===== config.mk =====
export PLATFORM = sky130hd
export DESIGN_NAME = itu_656_encoder
export DESIGN_NICKNAME = d
export VERILOG_FILES = /design/src/rtl/itu_656_encoder.sv
export SDC_FILE = /design/constraint.sdc
export NUM_CORES = 1
export LEC_CHECK = 0
export BUFFER_PORTS_ARGS = -buffer_cell sky130_fd_sc_hd__buf_4
export CAP_MARGIN = 20
export CORE_ASPECT_RATIO = 1.2
export CORE_MARGIN = 4
export CORE_UTILIZATION = 25
export CTS_BUF_LIST = sky130_fd_sc_hd__clkbuf_8
export DETAILED_ROUTE_END_ITERATION = 12
export HOLD_SLACK_MARGIN = 0.05
export PLACE_DENSITY = 0.4
export SYNTH_ARGS = -nofsm -noshare
export SYNTH_HDL_FRONTEND = slang
export SYNTH_SLANG_ARGS = --single-unit

===== constraint.sdc =====
create_clock -name iCLK_27 -period 6 [get_ports iCLK_27]
set_input_delay 0.9 -clock iCLK_27 [delete_from_list [all_inputs] [get_ports iCLK_27]]
set_output_delay 0.9 -clock iCLK_27 [all_outputs]
set_load 0.02 [all_outputs]

===== src/rtl/itu_656_encoder.sv =====
// ITU-R BT.656 (525-line) byte-stream encoder: EAV/SAV code insertion, 80/10 blanking fill,
// and a one-word-per-request pull of YCbCr 4:2:2 pixels for the active region.
module itu_656_encoder #(
    parameter int H_ACTIVE     = 720,
    parameter int H_BLANK      = 268,
    parameter int V_TOTAL      = 525,
    parameter int V_ACT1_START = 19,
    parameter int V_BLK2_START = 263,
    parameter int V_ACT2_START = 282,
    parameter int F_CLR_LINE   = 3,
    parameter int F_SET_LINE   = 265
) (
    input  logic        iCLK_27,
    input  logic        iRST_N,
    input  logic        iEN,
    input  logic [15:0] iYCbCr,
    output logic        oREQ,
    output logic [7:0]  oTD_DATA,
    output logic        oH,
    output logic        oV,
    output logic        oF,
    output logic [9:0]  oLINE,
    output logic        oSOF
);
    localparam int SAV_POS    = 4 + H_BLANK;
    localparam int ACT_POS    = SAV_POS + 4;
    localparam int LINE_BYTES = ACT_POS + 2 * H_ACTIVE;
    localparam int PW         = $clog2(LINE_BYTES);

    localparam logic [PW-1:0] P_BLANK = PW'(4);
    localparam logic [PW-1:0] P_SAV   = PW'(SAV_POS);
    localparam logic [PW-1:0] P_ACT   = PW'(ACT_POS);
    localparam logic [PW-1:0] P_LAST  = PW'(LINE_BYTES - 1);
    localparam logic [9:0]    L_LAST  = 10'(V_TOTAL - 1);

    function automatic logic v_of(input logic [9:0] l);
        return (l < 10'(V_ACT1_START)) || ((l >= 10'(V_BLK2_START)) && (l < 10'(V_ACT2_START)));
    endfunction

    function automatic logic f_of(input logic [9:0] l);
        return !((l >= 10'(F_CLR_LINE)) && (l < 10'(F_SET_LINE)));
    endfunction

    function automatic logic [7:0] timing_byte(input logic [1:0] idx, input logic f, input logic v,
                                               input logic h);
        logic [7:0] b;
        b = 8'h00;
        if (idx == 2'd0) b = 8'hFF;
        if (idx == 2'd3) b = {1'b1, f, v, h, v ^ h, f ^ h, f ^ v, f ^ v ^ h};
        return b;
    endfunction

    // Keep 00/FF out of the active region so a sink never sees a false timing code.
    function automatic logic [7:0] clip(input logic [7:0] b);
        logic [7:0] r;
        r = b;
        if (b == 8'h00) r = 8'h01;
        if (b == 8'hFF) r = 8'hFE;
        return r;
    endfunction

    // p_q/line_q address the byte the next enabled edge will put on oTD_DATA.
    logic [PW-1:0] p_q, p_d;
    logic [9:0]    line_q, line_d, oline_q, oline_d;
    logic [7:0]    y_q, y_d, data_q, data_d;
    logic          req_q, req_d, h_q, h_d, v_q, v_d, f_q, f_d, sof_q, sof_d;
    logic          cur_v, cur_f;
    logic [1:0]    sav_idx;

    always_comb begin
        // NOTE: every target is given a default before any branch, so no path can infer a latch;
        // here the defaults are also the values a low iEN must force.
        p_d     = '0;
        line_d  = '0;
        oline_d = '0;
        y_d     = '0;
        data_d  = '0;
        req_d   = 1'b0;
        h_d     = 1'b0;
        v_d     = 1'b0;
        f_d     = 1'b0;
        sof_d   = 1'b0;
        cur_v   = v_of(line_q);
        cur_f   = f_of(line_q);
        sav_idx = 2'(p_q - P_SAV);

        if (iEN) begin
            p_d     = (p_q == P_LAST) ? '0 : p_q + PW'(1);
            line_d  = (p_q != P_LAST) ? line_q : ((line_q == L_LAST) ? '0 : line_q + 10'd1);
            oline_d = line_q;
            h_d     = p_q < P_SAV;
            v_d     = cur_v;
            f_d     = cur_f;
            sof_d   = (p_q == '0) && (line_q == '0);
            y_d     = y_q;

            if (p_q < P_BLANK) begin
                data_d = timing_byte(p_q[1:0], cur_f, cur_v, 1'b1);
            end else if (p_q < P_SAV) begin
                data_d = (p_q[0] ^ P_BLANK[0]) ? 8'h10 : 8'h80;
            end else if (p_q < P_ACT) begin
                data_d = timing_byte(sav_idx, cur_f, cur_v, 1'b0);
            end else if (cur_v) begin
                data_d = (p_q[0] ^ P_ACT[0]) ? 8'h10 : 8'h80;
            end else if (!(p_q[0] ^ P_ACT[0])) begin
                data_d = clip(iYCbCr[7:0]);
                y_d    = iYCbCr[15:8];
            end else begin
                data_d = clip(y_q);
            end

            // Request during the cycle before each chroma byte of a V=0 line.
            req_d = (p_d >= P_ACT) && !(p_d[0] ^ P_ACT[0]) && !v_of(line_d);
        end
    end

    always_ff @(posedge iCLK_27 or negedge iRST_N) begin
        if (!iRST_N) begin
            p_q     <= '0;
            line_q  <= '0;
            oline_q <= '0;
            y_q     <= '0;
            data_q  <= '0;
            req_q   <= 1'b0;
            h_q     <= 1'b0;
            v_q     <= 1'b0;
            f_q     <= 1'b0;
            sof_q   <= 1'b0;
        end else begin
            // NOTE: all state updates are non-blocking so every flop samples pre-edge values.
            p_q     <= p_d;
            line_q  <= line_d;
            oline_q <= oline_d;
            y_q     <= y_d;
            data_q  <= data_d;
            req_q   <= req_d;
            h_q     <= h_d;
            v_q     <= v_d;
            f_q     <= f_d;
            sof_q   <= sof_d;
        end
    end

    // A request is withdrawn the moment iEN falls, not one edge later.
    assign oREQ     = req_q & iEN;
    assign oTD_DATA = data_q;
    assign oH       = h_q;
    assign oV       = v_q;
    assign oF       = f_q;
    assign oLINE    = oline_q;
    assign oSOF     = sof_q;
endmodule


### Word level (Yosys, flattened, before mapping)

Index checks and enable logic that the tools add are counted.

* add/sub/neg operators: 3
* magnitude comparators: 12
* eq/ne operators: 12
* mux-type cells: 32
* bitwise logic cells: 4
* reductions and logical operators: 18

Operators with widths (number)
* $mux 8: 21
* $mux 10: 4
* $lt 10x9->1 const B: 3
* $lt 11x9->1 const B: 2
* $mux 11: 2
* $ge 10x9->1 const B: 2
* $lt 10x5->1 const B: 2
* $eq 8x8->1 const B: 2
* $logic_not 8->1: 2
* $add 11x1->11 const B: 1
* $eq 11x11->1 const B: 1
* $ge 11x9->1 const B: 1
* $logic_not 11->1: 1
* $lt 11x3->1 const B: 1
* $ne 11x11->1 const B: 1
* $add 10x1->10 const B: 1
* $eq 10x10->1 const B: 1
* $ge 10x2->1 const B: 1
* $logic_not 10->1: 1
* $ne 2x2->1 const B: 5
* $logic_and 1x1->1: 6
* $mux 1: 5
* $reduce_and 5->1: 1
* $eq 2x2->1 const B: 2
* other kinds (7): 12

* flip-flop bits (word level): 52
* bits of input ports: 19
* output and inout port bits: 23
* logic and storage cells: 91

### Depth between registers and ports, before layout

Gate-level depths: netlist (run 1).

* depth after elaboration: 9
* mapped depth: 9
* mapped depth without buffers: 9

### Least setup slack after synthesis (run 1)

No wires, ideal clock.

* path type: register to register
* start point: reg p_q[0]
* end point: reg req_q
* library setup time: 124 ps
* arrival time: 2157 ps
* data required time: 5876 ps
* setup slack: 3719 ps
* cell stages (with the launch flop): 10
* buffers on the path: 1
* period minus slack after synthesis: 2281 ps
* cell sequence: dfrtp_1 -> ha_1 -> nor4b_4 -> nand3_2 -> or3_1 -> buf_2 -> nor3_2 -> xnor2_1 -> o22ai_1 -> o31a_1

* cells in the longest elaborated chain, start to end: 8
* elaborated cells between the ends (all ways): 16
* classes of those cells: 1 x add/sub; 4 x order compare; 2 x eq/ne; 3 x mux; 6 x reduce/logical

RTL lines
* start, declared: line 63 `logic [PW-1:0] p_q, p_d;`
* start signal, assigned: line 131 `p_q <= p_d;`
* branches (longest 6 deep; another with $add 11x1->11)
* $logic_and 1x1->1 *: line 113 `req_d = (p_d >= P_ACT) && !(p_d[0] ^ P_ACT[0]) && !v_of(line_d);`
* $mux 1 *: line 87 `if (iEN) begin`
* via req_d: line 66 `logic req_q, req_d, h_q, h_d, v_q, v_d, f_q, f_d, sof_q, sof_d;`
* end signal, assigned: line 136 `req_q <= req_d;`
* end, declared: line 66

Mark *: on every way through the listed nets, which the timed path passes.
A chain may end at the register's enable or synchronous reset.

### Final worst setup path (run 1)

Same ends and word-level chain as after synthesis.

==> results of run 1 <==
==> worst max path at each step <==
stage | cells after the start | slack, ps | end
after global placement | 8 | 2980 | req_q
after detailed placement | 8 | 2850 | req_q
after floorplan | 9 | 3720 | req_q
after global routing | 8 | 2610 | req_q
final | 8 | 2830 | req_q
after CTS | 8 | 2830 | req_q
==> sequential cells by signal (all words and copies together), names as in the netlist, 8 cells and up <==
name,flops
p_q,11
line_q,10
oLINE,10
oTD_DATA,8
y_q,8
==> worst min-delay path, delay by kind of cell, from the launching register on <==
family,cells,cell delay (ps)
and+or+nand+nor,1,100
DFF,1,380
muxes,1,80
==> layer usage <==
metal / GRT usage [%] / up-vias
li1: - / 1184
met1: 15.0 / 1175
met2: 19.3 / 49
met3: 1.86 / 12
met4: 5.20 / 0
met5: 0 / -
==> power breakdown <==
part | leakage, nW | total, mW | switching [mW] | internal (mW)
combinational | 0.848 | 0.0871 | 0.0492 | 0.0379
clock | 0.0541 | 0.247 | 0.124 | 0.124
sequential | 0.707 | 0.367 | 0.00756 | 0.360
==> stage by stage <==
stage	power, mW	setup slack (ps)	instance area, um2	utilization (%)
after global placement	0.463	2980	3430	29.4
after detailed placement	0.463	2850	3430	29.4
after global routing	0.734	2610	3540	30.4
after floorplan	0.421	3720	3010	-
after CTS	0.715	2830	3540	30.4
final	0.702	2830	3540	30.4
==> final cells by class <==
cell class	count	area (um2)	share of cell area, %
well taps	157	196	5.54
multi-input cells	239	1590	44.9
flip-flops and latches	52	1300	36.7
clock inverters	3	42.5	1.20
clock buffers	5	68.8	1.94
repair buffers	41	308	8.68
inverters	10	37.5	1.06
==> synth_stat cells, types with 3 or more instances <==
cell / n
ha_1: 5
o21ai_0: 13
inv_1: 10
or3_1: 6
xnor2_1: 11
clkbuf_1: 11
mux2i_1: 11
o21a_1: 5
nand4_1: 6
nor2b_1: 19
a21oi_1: 10
nor4_1: 3
xor2_1: 6
nor3_1: 9
buf_2: 7
a21o_1: 3
o22ai_1: 3
mux2_2: 3
a31oi_1: 6
or4_1: 4
nand2_1: 21
nand3_1: 12
dfrtp_1: 52
and2_1: 19
nor2_1: 27
a211oi_1: 4
==> placed cells by master (no fill, tap or decap), types with 9 or more instances in the layout <==
master / count
nor3_1: 9
mux2i_1: 11
xnor2_1: 11
inv_1: 10
a21oi_1: 10
buf_4: 41
nand3_1: 12
nor2b_1: 19
dfrtp_1: 52
nor2_1: 27
and2_1: 19
nand2_1: 21
o21ai_0: 13
==> cells by family after synthesis <==
logic type	after synthesis	synth area share (%)
mux	14	4.78
flops	52	43.2
buf+inv	29	4.03
xor+xnor	17	4.94
simple gates	142	27.0
compound gates	61	14.0
fa+ha+maj	5	2.08
==> results.md, run 1 <==
- STA puts the critical path data required time at 6200 ps.
- The average detailed-routed wire length per instance is 15.1 um.
- The startpoint of the lowest-slack register-to-register path is p_q[0].
- The total number of vias is 2420.
- The highest cell delay on the worst timing path is 710 ps.
- For this design, the sink count on the clock tree is 52.
- The floorplan step set the die height to 128 um.
- The number of design rule violations left after detail routing is 0.
- In this run the power density over the cells is 198 nW/um2.
- The share of final-layout standard cells stronger than drive strength 1 is 18.0%.
- The run finished with clean final reports.
- After synthesis, the share of flip-flops with an asynchronous set or reset is 100%.
- The final routed wirelength across all metal layers is 7.64 mm.
- The number of pins with negative max-slew slack in the final report is 0.
- Setup violations remaining at the end of the flow were counted as 0.
- The kind of cell with the highest combined delay on the critical path is simple AND/OR/NAND/NOR gates.
- The detailed-routing iteration count for the pre-antenna-repair pass is 4.
- The total buffers and inverters traversed by the critical path is 0.
- The cell type of the slowest stage on the worst timing path is dfrtp_1.
- The count of hold buffers inserted by post-cts repair is 0.
- 0 antenna diodes ended up in the layout.
- The number of warnings issued by yosys is 0.
- Along the worst path, the maximum fanout reaches 16.
- The final hold slack is 590 ps.
- Summed over all layers, the global routing overflow is 0.
- The final estimated routing congestion in global placement is 0.769.
- In the global route stage, overall resource usage came out at 11.7%.
- The initial standard-cell utilization of the core is 25.8%.
- The clock-pin slew reported for the worst setup and hold paths after clock tree synthesis is 100 ps.
- The first-pass GRT wire length is 12.9 mm.
- The count of final hold-check violations was 0.
- The width of the die is 108 um.
- The number of setup buffers added after CTS is 0.
- The clock tree buffer depth is 2.
- The synthesized design contains 52 register bits.
- Buffers placed on the I/O ports in this run total 41.
- The floorplan step defined a core boundary enclosing 11700 um2.
- After synthesis, the mean cell area works out to 9.42 um2.
- In this run the worst hold path is classified as reg2reg.
- Summed over all cells, the static leakage comes to 1.61 nW.
- Entering global routing, the biggest net connects 53 pins.
- TritonCTS built the clock tree.
- Between clock sinks in the finished design, the worst skew comes to 10.4 ps.
- TritonCTS created 5 clock buffers.
- The HPWL after detailed placement is 5.45 mm.
- Data on the critical path arrives at its endpoint at 3370 ps.
- The final non-filler cell total is 507.
- The critical path goes through ha_1, nor4b_4, nand3_2, or3_1, nor3_2, xnor2_1, o22ai_1, o31a_1.
- The via count of the first global-routing pass is 2505.
- Once detail routing completed, the nets flagged for antenna violations numbered 0.
- The number of nets in the finished design is 373.
- Measured against its own limit, the worst slew margin works out to 54.7%.
- The type of the worst setup path is reg2reg.
- The clock latency reported for the late side of the worst-skew pair is 320 ps.
- The endpoint with the worst hold slack is y_q[0].
- The part of the cycle the worst path needs is 52.8%.
- Setup repair after global routing left no endpoint under its margin.
- The most used flip-flop cell after synthesis is dfrtp_1.
- The number of antenna violations at the first check in global routing came to 0.
- The H-tree depth reported by CTS is 2.
- The routed wire length on met3 is 256 um.
- After detailed routing, the number of vias per cell comes to 4.77.
- The end of the worst register-to-register path is req_q.
- The instance count after placement with tap cells included is 499.
- The worst-case IR drop observed on VDD is 0.0775 mV.
- In the final timing run, aggregate negative setup slack is 0 ps.
- Post-CTS repair changed the size of 0 cells.
- The cell area that synthesis handed to floorplanning was 3010 um2.
- At the pin with the least slew margin, the transition time is 679 ps.
- Fill cells in the final layout number 1307.
- The worst setup path is launched from a flip-flop.
- The floorplan step defined a die boundary enclosing 13900 um2.
- The number of enable flip-flop cells after synthesis is 0.
- For this run, the top clock speed supported by timing is 0.315 GHz.
- The amount of wire on met2 after detailed routing is 3.72 mm.
- The worst register-to-register path has a depth of 8.
- The iteration-0 DRC count of the detailed router is 144.
- Counting every net in the synthesized netlist gives 344.
- From synthesis to final layout, the design area changed by 17.6%.
- The CTS root buffer is clkbuf_8.
- Yosys mapped the design onto 54 distinct sky130hd cell types.
- The number of cells on the worst hold path is 2.
- The reg2reg setup slack is 2830 ps.
- For this design the top-level I/O count stands at 42.
- Tracing the worst setup path back leads to its startpoint at p_q[0].
- The share of the Yosys chip area taken by registers is 43.2%.
- The post-synthesis cell count is 320.
- The time the final worst path needs with I/O delays and setup is 3170 ps.
- The routed metal-1 wire length is 3.49 mm.
- By area the synthesized netlist is led by dfrtp_1, and2_1, nor2b_1, mux2i_1, nor2_1.
- Of all cell types, the one taking the most synthesized area is dfrtp_1.
- The highest metal layer carrying signal wires in the routed design is met4.
- The source of the worst hold timing path is y_q[0].
- The max-cap violation count is 0.
- The site row count is 43.
- The top cell type by area accounts for 43.2% of the synthesized area.
- The type of destination of the critical path is a flip-flop.
(Power assumes the default switching activity.)
==> run 2: changes to the inputs <==
PLACE_DENSITY = 0.42   (was 0.4)
clock period = 2.5 ns   (was 6 ns; I/O delays follow)
==> results.md, run 2 (synthesis gave the netlist of run 1 again) <==
- The run finished with clean final reports.
- The number of pins with negative max-slew slack in the final report is 0 (unchanged).
- The startpoint of the lowest-slack register-to-register path is p_q[1].
- The initial standard-cell utilization of the core is 25.8% (unchanged).
- The final HPWL from detailed placement was 5.52 mm (+1.2%).
- The part of the cycle the worst path needs is 91.8% (+39 points).
- The number of port buffers is 41 (unchanged).
- The overall global routing resource usage came to 11.5% (-0.23 points).
- The total design power is 1.61 mW (+130%).
- The number of cells on the worst reg-to-reg path was 8 (unchanged).
- The type of the worst setup path is reg2reg.
- The number of flip-flops under the largest register name is 11 (unchanged).
- The clock latency reported for the late side of the worst-skew pair is 310 ps (about the same).
- The library cells used most frequently in the layout, excluding fill and tap cells, are buf_4, dfrtp_1, nor2_1, nand2_1.
- The diode insertion count for antenna repair is 0 (unchanged).
- The width of the die is 108 um (unchanged).
- The total die area is 13900 um2 (unchanged).
- The worst-case headroom to the max-slew limit is 54.0% (-0.72 points).
- The number of setup buffers added after CTS is 0 (unchanged).
- The H-tree depth reported by CTS is 2 (unchanged).
- The CTS buffer count is 5 (unchanged).
- The number of antenna violations at the first check in global routing was 0 (unchanged).
- The number of design rule violations left after detail routing came to 0 (unchanged).
- The slew at the pin with the worst max-slew slack came to 690 ps (+10.8 ps).
- The share of final-layout standard cells stronger than drive strength 1 is 22.1% (+4.1 points).
- The final routed wirelength across all metal layers is 7.55 mm (-1.3%).
- The worst setup path is launched from a flip-flop.
- The first-pass GRT wire length was 12.8 mm (-1.4%).
- The via count of the first global-routing pass came to 2504 (-0.040%).
- The start point of the critical path is p_q[1].
- The detailed-routing iteration count for the pre-antenna-repair pass is 4 (unchanged).
- The library cell used most frequently in the layout, excluding fill and tap cells, is buf_4.
- The final estimated routing congestion in global placement is 0.803 (+4.3%).
- The number of nets still failing antenna checks after routing is 0 (unchanged).
- The final count of negative-setup-slack endpoints came to 0 (unchanged).
- The number of nets in the finished design is 390 (+4.6%).
- The reg2reg setup slack is 200 ps (-2630 ps).
- The total number of vias is 2407 (-0.54%).
- The post-route setup TNS came to 0 ps (unchanged).
- The number of sinks handled by clock tree synthesis is 52 (unchanged).
- The endpoint of the most critical setup path is req_q.
- The iteration-0 DRC count of the detailed router is 69 (-52%).
- The end of the worst register-to-register path is req_q.
- The floorplan die height is 128 um (unchanged).
- The data required time of the critical path was 2710 ps (-3490 ps).
- The highest attainable clock frequency is 0.436 GHz (+38%).
- The CTS root buffer is clkbuf_8.
- The path class of the tightest hold or removal check is in2async.
- The arrival time at the worst endpoint is 2500 ps (-870 ps).
- The worst setup path is captured at a flip-flop.
- The maximum fanout along the worst path is 6 (-10).
- The count of final hold-check violations is 0 (unchanged).
- Setup repair after global routing left no endpoint under its margin.
- The clock tree buffer depth is 2 (unchanged).
- Ranked by flip-flop count, first place goes to p_q.
- The final worst clock skew was 3.60 ps (-6.79 ps).
- The global route total overflow is 0 (unchanged).
- The power density over the cells is 441 nW/um2 (+120%).
- The time the final worst path needs with I/O delays and setup is 2300 ps (-875 ps).
- The area growth from synthesis to layout is 21.4%.
- The average detailed-routed wire length per instance is 14.4 um (-4.5%).
- The site row count came to 43 (unchanged).
- The maximum number of pins on one net before global-route repair is 53 (unchanged).
- The static leakage power was 1.69 nW (+4.9%).
- The placeable core area is 11700 um2 (unchanged).
- The clock-pin slew reported for the worst setup and hold paths after clock tree synthesis is 100 ps (about the same).
- The post-detailed-route via-to-cell ratio is 4.59 (-3.8%).
- TritonCTS built the clock tree.
- The max-cap violation count is 0 (unchanged).
- The peak supply drop is 0.187 mV (+140%).
- The total I/O pin count came to 42 (unchanged).
-- run 2: changes by cell type in the layout (fill, tap and decap cells not counted), sizes merged --
cell	previous run	this run
bufinv	1	0
inv	10	12
buf	41	58
clkinvlp	1	0
-- run 2: metal layers --
metal	up-vias	wire length, um	track usage [%]
li1	1215	-	-
met1	1154	3600	15.0
met2	33	3590	19.4
met3	5	250	1.96
met4	0	106	3.34
met5	-	0	0
-- run 2: how the worst min path moves through the flow --
stage	start	end	slack [ps]	cells after the start
3_5_place_dp	iRST_N	y_q[0]	460	1
2_1_floorplan	iRST_N	line_q[0]	80	0
3_3_place_gp	iRST_N	y_q[0]	470	1
5_1_grt	iRST_N	y_q[0]	140	1
6_report	iRST_N	y_q[0]	90	1
4_1_cts	iRST_N	y_q[0]	110	1
-- run 2: report_power, final --
part           internal, mW  switching [mW]
Combinational        0.0959           0.127
Clock                 0.207           0.309
Sequential            0.863          0.0101
Total                  1.17           0.446
-- run 2: through the flow --
step           hold WS [ps]  cell area [um2]  worst slack (ps)  util, %  std cells
2_1_floorplan          79.4             3010               219        -        320
4_1_cts                 106             3660               144     31.3        524
5_1_grt                 138             3660              10.0     31.3        524
6_report               93.6             3660               205     31.3        524
3_3_place_gp            472             3560               224     30.5        516
3_5_place_dp            464             3560               150     30.5        516
-- run 2: area by class of cell --
class | count | area [um2]
inverter | 10 | 37.5
clock inverter | 3 | 26.3
multi-input combinational | 239 | 1590
fill | 1254 | 8020
timing repair buffer | 58 | 435
clock buffer | 5 | 68.8
sequential | 52 | 1300
tap | 157 | 196
-- run 2: worst max-delay path, cell delays in order, from the launching register on --
cell	delay, ps
dfrtp_2	420
ha_1	180
nor4b_4	290
nand3_2	130
or3_1	480
nor3_2	160
xnor2_1	160
o22ai_1	120
o31a_1	250
-- run 2: timing repair --
action                                  in CTS  in global routing
endpoints found under the setup margin       0                  1
gates resized for setup                      0                  1
hold buffers                                 0                  0
==> run 3: changes to the inputs <==
==> constraint.sdc (replaced) <==
create_clock -name iCLK_27 -period 2.5 [get_ports iCLK_27]
set_input_delay 0.5 -clock iCLK_27 [delete_from_list [all_inputs] [get_ports iCLK_27]]
set_output_delay 0.5 -clock iCLK_27 [all_outputs]
set_load 0.02 [all_outputs]
==> results.md, run 3 (synthesis gave the netlist of run 1 again) <==
- The count of hold buffers inserted by post-cts repair came to 0 (unchanged).
- The global route total overflow came to 0 (unchanged).
- The clock latency reported for the late side of the worst-skew pair is 320 ps (about the same).
- Setup repair after global routing left no endpoint under its margin.
- The fraction of met3 tracks used by global routing came to 1.81% (-0.15 points).
- The floorplan die height is 128 um (unchanged).
- The maximum fanout along the worst path is 6 (unchanged).
- The post-route core utilization is 31.4% (+0.064 points).
- The diode insertion count for antenna repair is 0 (unchanged).
- The total die area is 13900 um2 (unchanged).
- The detailed-routing iteration count for the pre-antenna-repair pass is 4 (unchanged).
- The instance count after placement with tap cells included is 517 (+0.19%).
- The number of nets still failing antenna checks after routing is 0 (unchanged).
- The width of the die came to 108 um (unchanged).
- The highest cell delay on the worst timing path is 490 ps (about the same).
- The worst-case headroom to the max-slew limit is 56.3% (+2.3 points).
- The fraction of power spent switching nets is 27.6% (-0.037 points).
- The data required time of the critical path came to 2710 ps (about the same).
- Traced cell by cell, the critical path runs through ha_1, nor4b_4, nand3_2, or3_1, nor3_2, xnor2_1, o22ai_1, o31a_1.
- The finished layout cell area is 3660 um2 (+0.21%).
- The total I/O pin count is 42 (unchanged).
- The max-cap violation count came to 0 (unchanged).
- The arrival time at the worst endpoint came to 2530 ps (+30 ps).
- The number of antenna violations at the first check in global routing came to 0 (unchanged).
- The overall global routing resource usage is 11.8% (+0.33 points).
- The post-detailed-route via-to-cell ratio is 4.66 (+1.6%).
- The sequential cell area is 1300 um2 (unchanged).
- The via count of the first global-routing pass is 2584 (+3.2%).
- The final worst clock skew is 7.09 ps (+3.49 ps).
- The area taken by multi-input logic gates is 1590 um2 (+0.16%).
- The clock tree buffer depth came to 2 (unchanged).
- The average detailed-routed wire length per instance came to 14.4 um (+0.26%).
- The library cell used most frequently in the layout, excluding fill and tap cells, is buf_4.
- The maximum number of pins on one net before global-route repair came to 53 (unchanged).
- The post-cts repair resize count is 0 (unchanged).
- The worst hold path class is in2async.
- The share of final-layout standard cells stronger than drive strength 1 came to 22.6% (+0.48 points).
- The number of flip-flops under the largest register name came to 11 (unchanged).
- The setup path with the least slack is of type reg2reg.
- met2 is the most crowded layer.
- The total buffers and inverters traversed by the critical path is 0 (unchanged).
- The critical path launch point type is a flip-flop.
- The portion of total power attributed to combinational logic is 13.9% (about the same).
- The time the final worst path needs with I/O delays and setup was 2320 ps (+27.0 ps).
- The highest attainable clock frequency was 0.431 GHz (-1.2%).
- The number of sinks handled by clock tree synthesis is 52 (unchanged).
- The sequential group share of total power is 54.5% (+0.3 points).
- The clock-pin slew reported for the worst setup and hold paths after clock tree synthesis was 100 ps (about the same).
- The part of the cycle the worst path needs came to 92.9% (+1.1 points).
- The total cell area at the placement stage is 3570 um2 (+0.21%).
- The fill cell instance count of the final layout came to 1248 (-0.48%).
- The fraction of met2 tracks used by global routing is 20.3% (+0.92 points).
- The net load switching power is 443 uW (-0.77%).
- Compared with the post-synthesis result, the final layout area differs by 21.6%.
- The CTS root buffer is clkbuf_8.
- The final HPWL from detailed placement came to 5.60 mm (+1.4%).
- The CTS buffer count came to 5 (unchanged).
- The placeable core area was 11700 um2 (unchanged).
- The kind of cell with the highest combined delay on the critical path is simple AND/OR/NAND/NOR gates.
- The run finished with clean final reports.
- Among all stages on the critical path, the largest delay is contributed by or3_1.
- The number of setup buffers added after CTS is 0 (unchanged).
- The number of pins with negative max-slew slack in the final report is 0 (unchanged).
- The final non-filler cell total was 525 (+0.19%).
- The site row count is 43 (unchanged).
- The static leakage power is 1.68 nW (-0.42%).
- The final critical-path setup slack was 178 ps (-27.0 ps).
- The internal power summed over all cells is 1.16 mW (-0.58%).
- The H-tree depth reported by CTS was 2 (unchanged).
- The worst slack at placement is 157 ps (+7.20 ps).
- The final count of negative-setup-slack endpoints is 0 (unchanged).
- The number of design rule violations left after detail routing is 0 (unchanged).
- The count of final hold-check violations is 0 (unchanged).
- The slew at the pin with the worst max-slew slack came to 656 ps (-33.9 ps).
- The initial standard-cell utilization of the core is 25.8% (unchanged).
- The top cell types in the final layout, fill and taps aside, are buf_4, dfrtp_1, nor2_1, nand2_1.
- The final estimated routing congestion in global placement is 0.798 (-0.55%).
- The number of port buffers is 41 (unchanged).
- The iteration-0 DRC count of the detailed router is 97 (+41%).
- The post-route setup TNS is 0 ps (unchanged).
- The power density over the cells is 437 nW/um2 (-0.84%).
- The first-pass GRT wire length is 13.1 mm (+2.7%).
- The total number of vias is 2449 (+1.7%).
- The peak supply drop is 0.199 mV (+6.5%).
- The clock share of power is 31.5% (-0.5 points).
- The CTS tree is yes.
- The most flop-heavy register is p_q.
- The final routed wirelength across all metal layers was 7.58 mm (+0.45%).
- The number of nets in the finished design is 391 (+0.26%).
- The met1 layer usage reported by global route is 15.2% (+0.14 points).
- The worst setup path is captured at a flip-flop.
## run 3: changes by cell type in the layout (fill, tap and decap cells not counted)
cell,previous run,this run
clkinvlp_4,0,2
inv_6,2,0
buf_4,58,59
ha_1,5,4
ha_2,0,1
## run 3: layer usage
| layer | share of wire, % | up-vias |
|---|---|---|
| li1 | - | 1218 |
| met1 | 48 | 1188 |
| met2 | 48 | 36 |
| met3 | 3.2 | 7 |
| met4 | 1.5 | 0 |
| met5 | 0 | - |
## run 3: final cells by class
| type | count | area share (%) |
|---|---|---|
| clock buffers | 5 | 1.88 |
| clock inverters | 3 | 0.649 |
| inverters | 10 | 1.02 |
| multi-input cells | 239 | 43.5 |
| flip-flops and latches | 52 | 35.5 |
| well taps | 157 | 5.36 |
| repair buffers | 59 | 12.1 |
## run 3: path summary, 6_finish.rpt
path	slack, ps	endpoint	from	cells past startpoint
max	180	req_q	p_q[1]	8
min	210	oTD_DATA[7]	iRST_N	1
max reg2reg	180	req_q	p_q[1]	8
min reg2reg	580	y_q[0]	y_q[0]	2
max in group asynchronous	1830	p_q[1]	iRST_N	1
min in group iCLK_27	440	y_q[0]	iYCbCr[8]	3
## run 3: worst register-to-register path: cells and delay by family, from the launching register on
kind / cells / cell delay, ps
AOI/OAI and AO/OA: 2 / 360
xor gates and xnor gates: 1 / 160
DFF: 1 / 430
adders and majority gates: 1 / 180
and+or+nand+nor: 4 / 1100
## run 3: metrics by stage
step | hold slack, ps | power, mW
after floorplan | 204 | 1.01
after global placement | 554 | 1.12
after detailed placement | 570 | 1.12
after CTS | 239 | 1.64
after global routing | 271 | 1.70
final | 209 | 1.60
## run 3: power by group through the flow
| stage | logic, mW | registers, mW | clock network, mW |
|---|---|---|---|
| finish | 0.223 | 0.874 | 0.505 |
| global route | 0.250 | 0.878 | 0.569 |
| CTS | 0.229 | 0.874 | 0.540 |
| detailed placement | 0.228 | 0.891 | 0 |
| global placement | 0.229 | 0.890 | 0 |
| floorplan | 0.0963 | 0.914 | 0 |
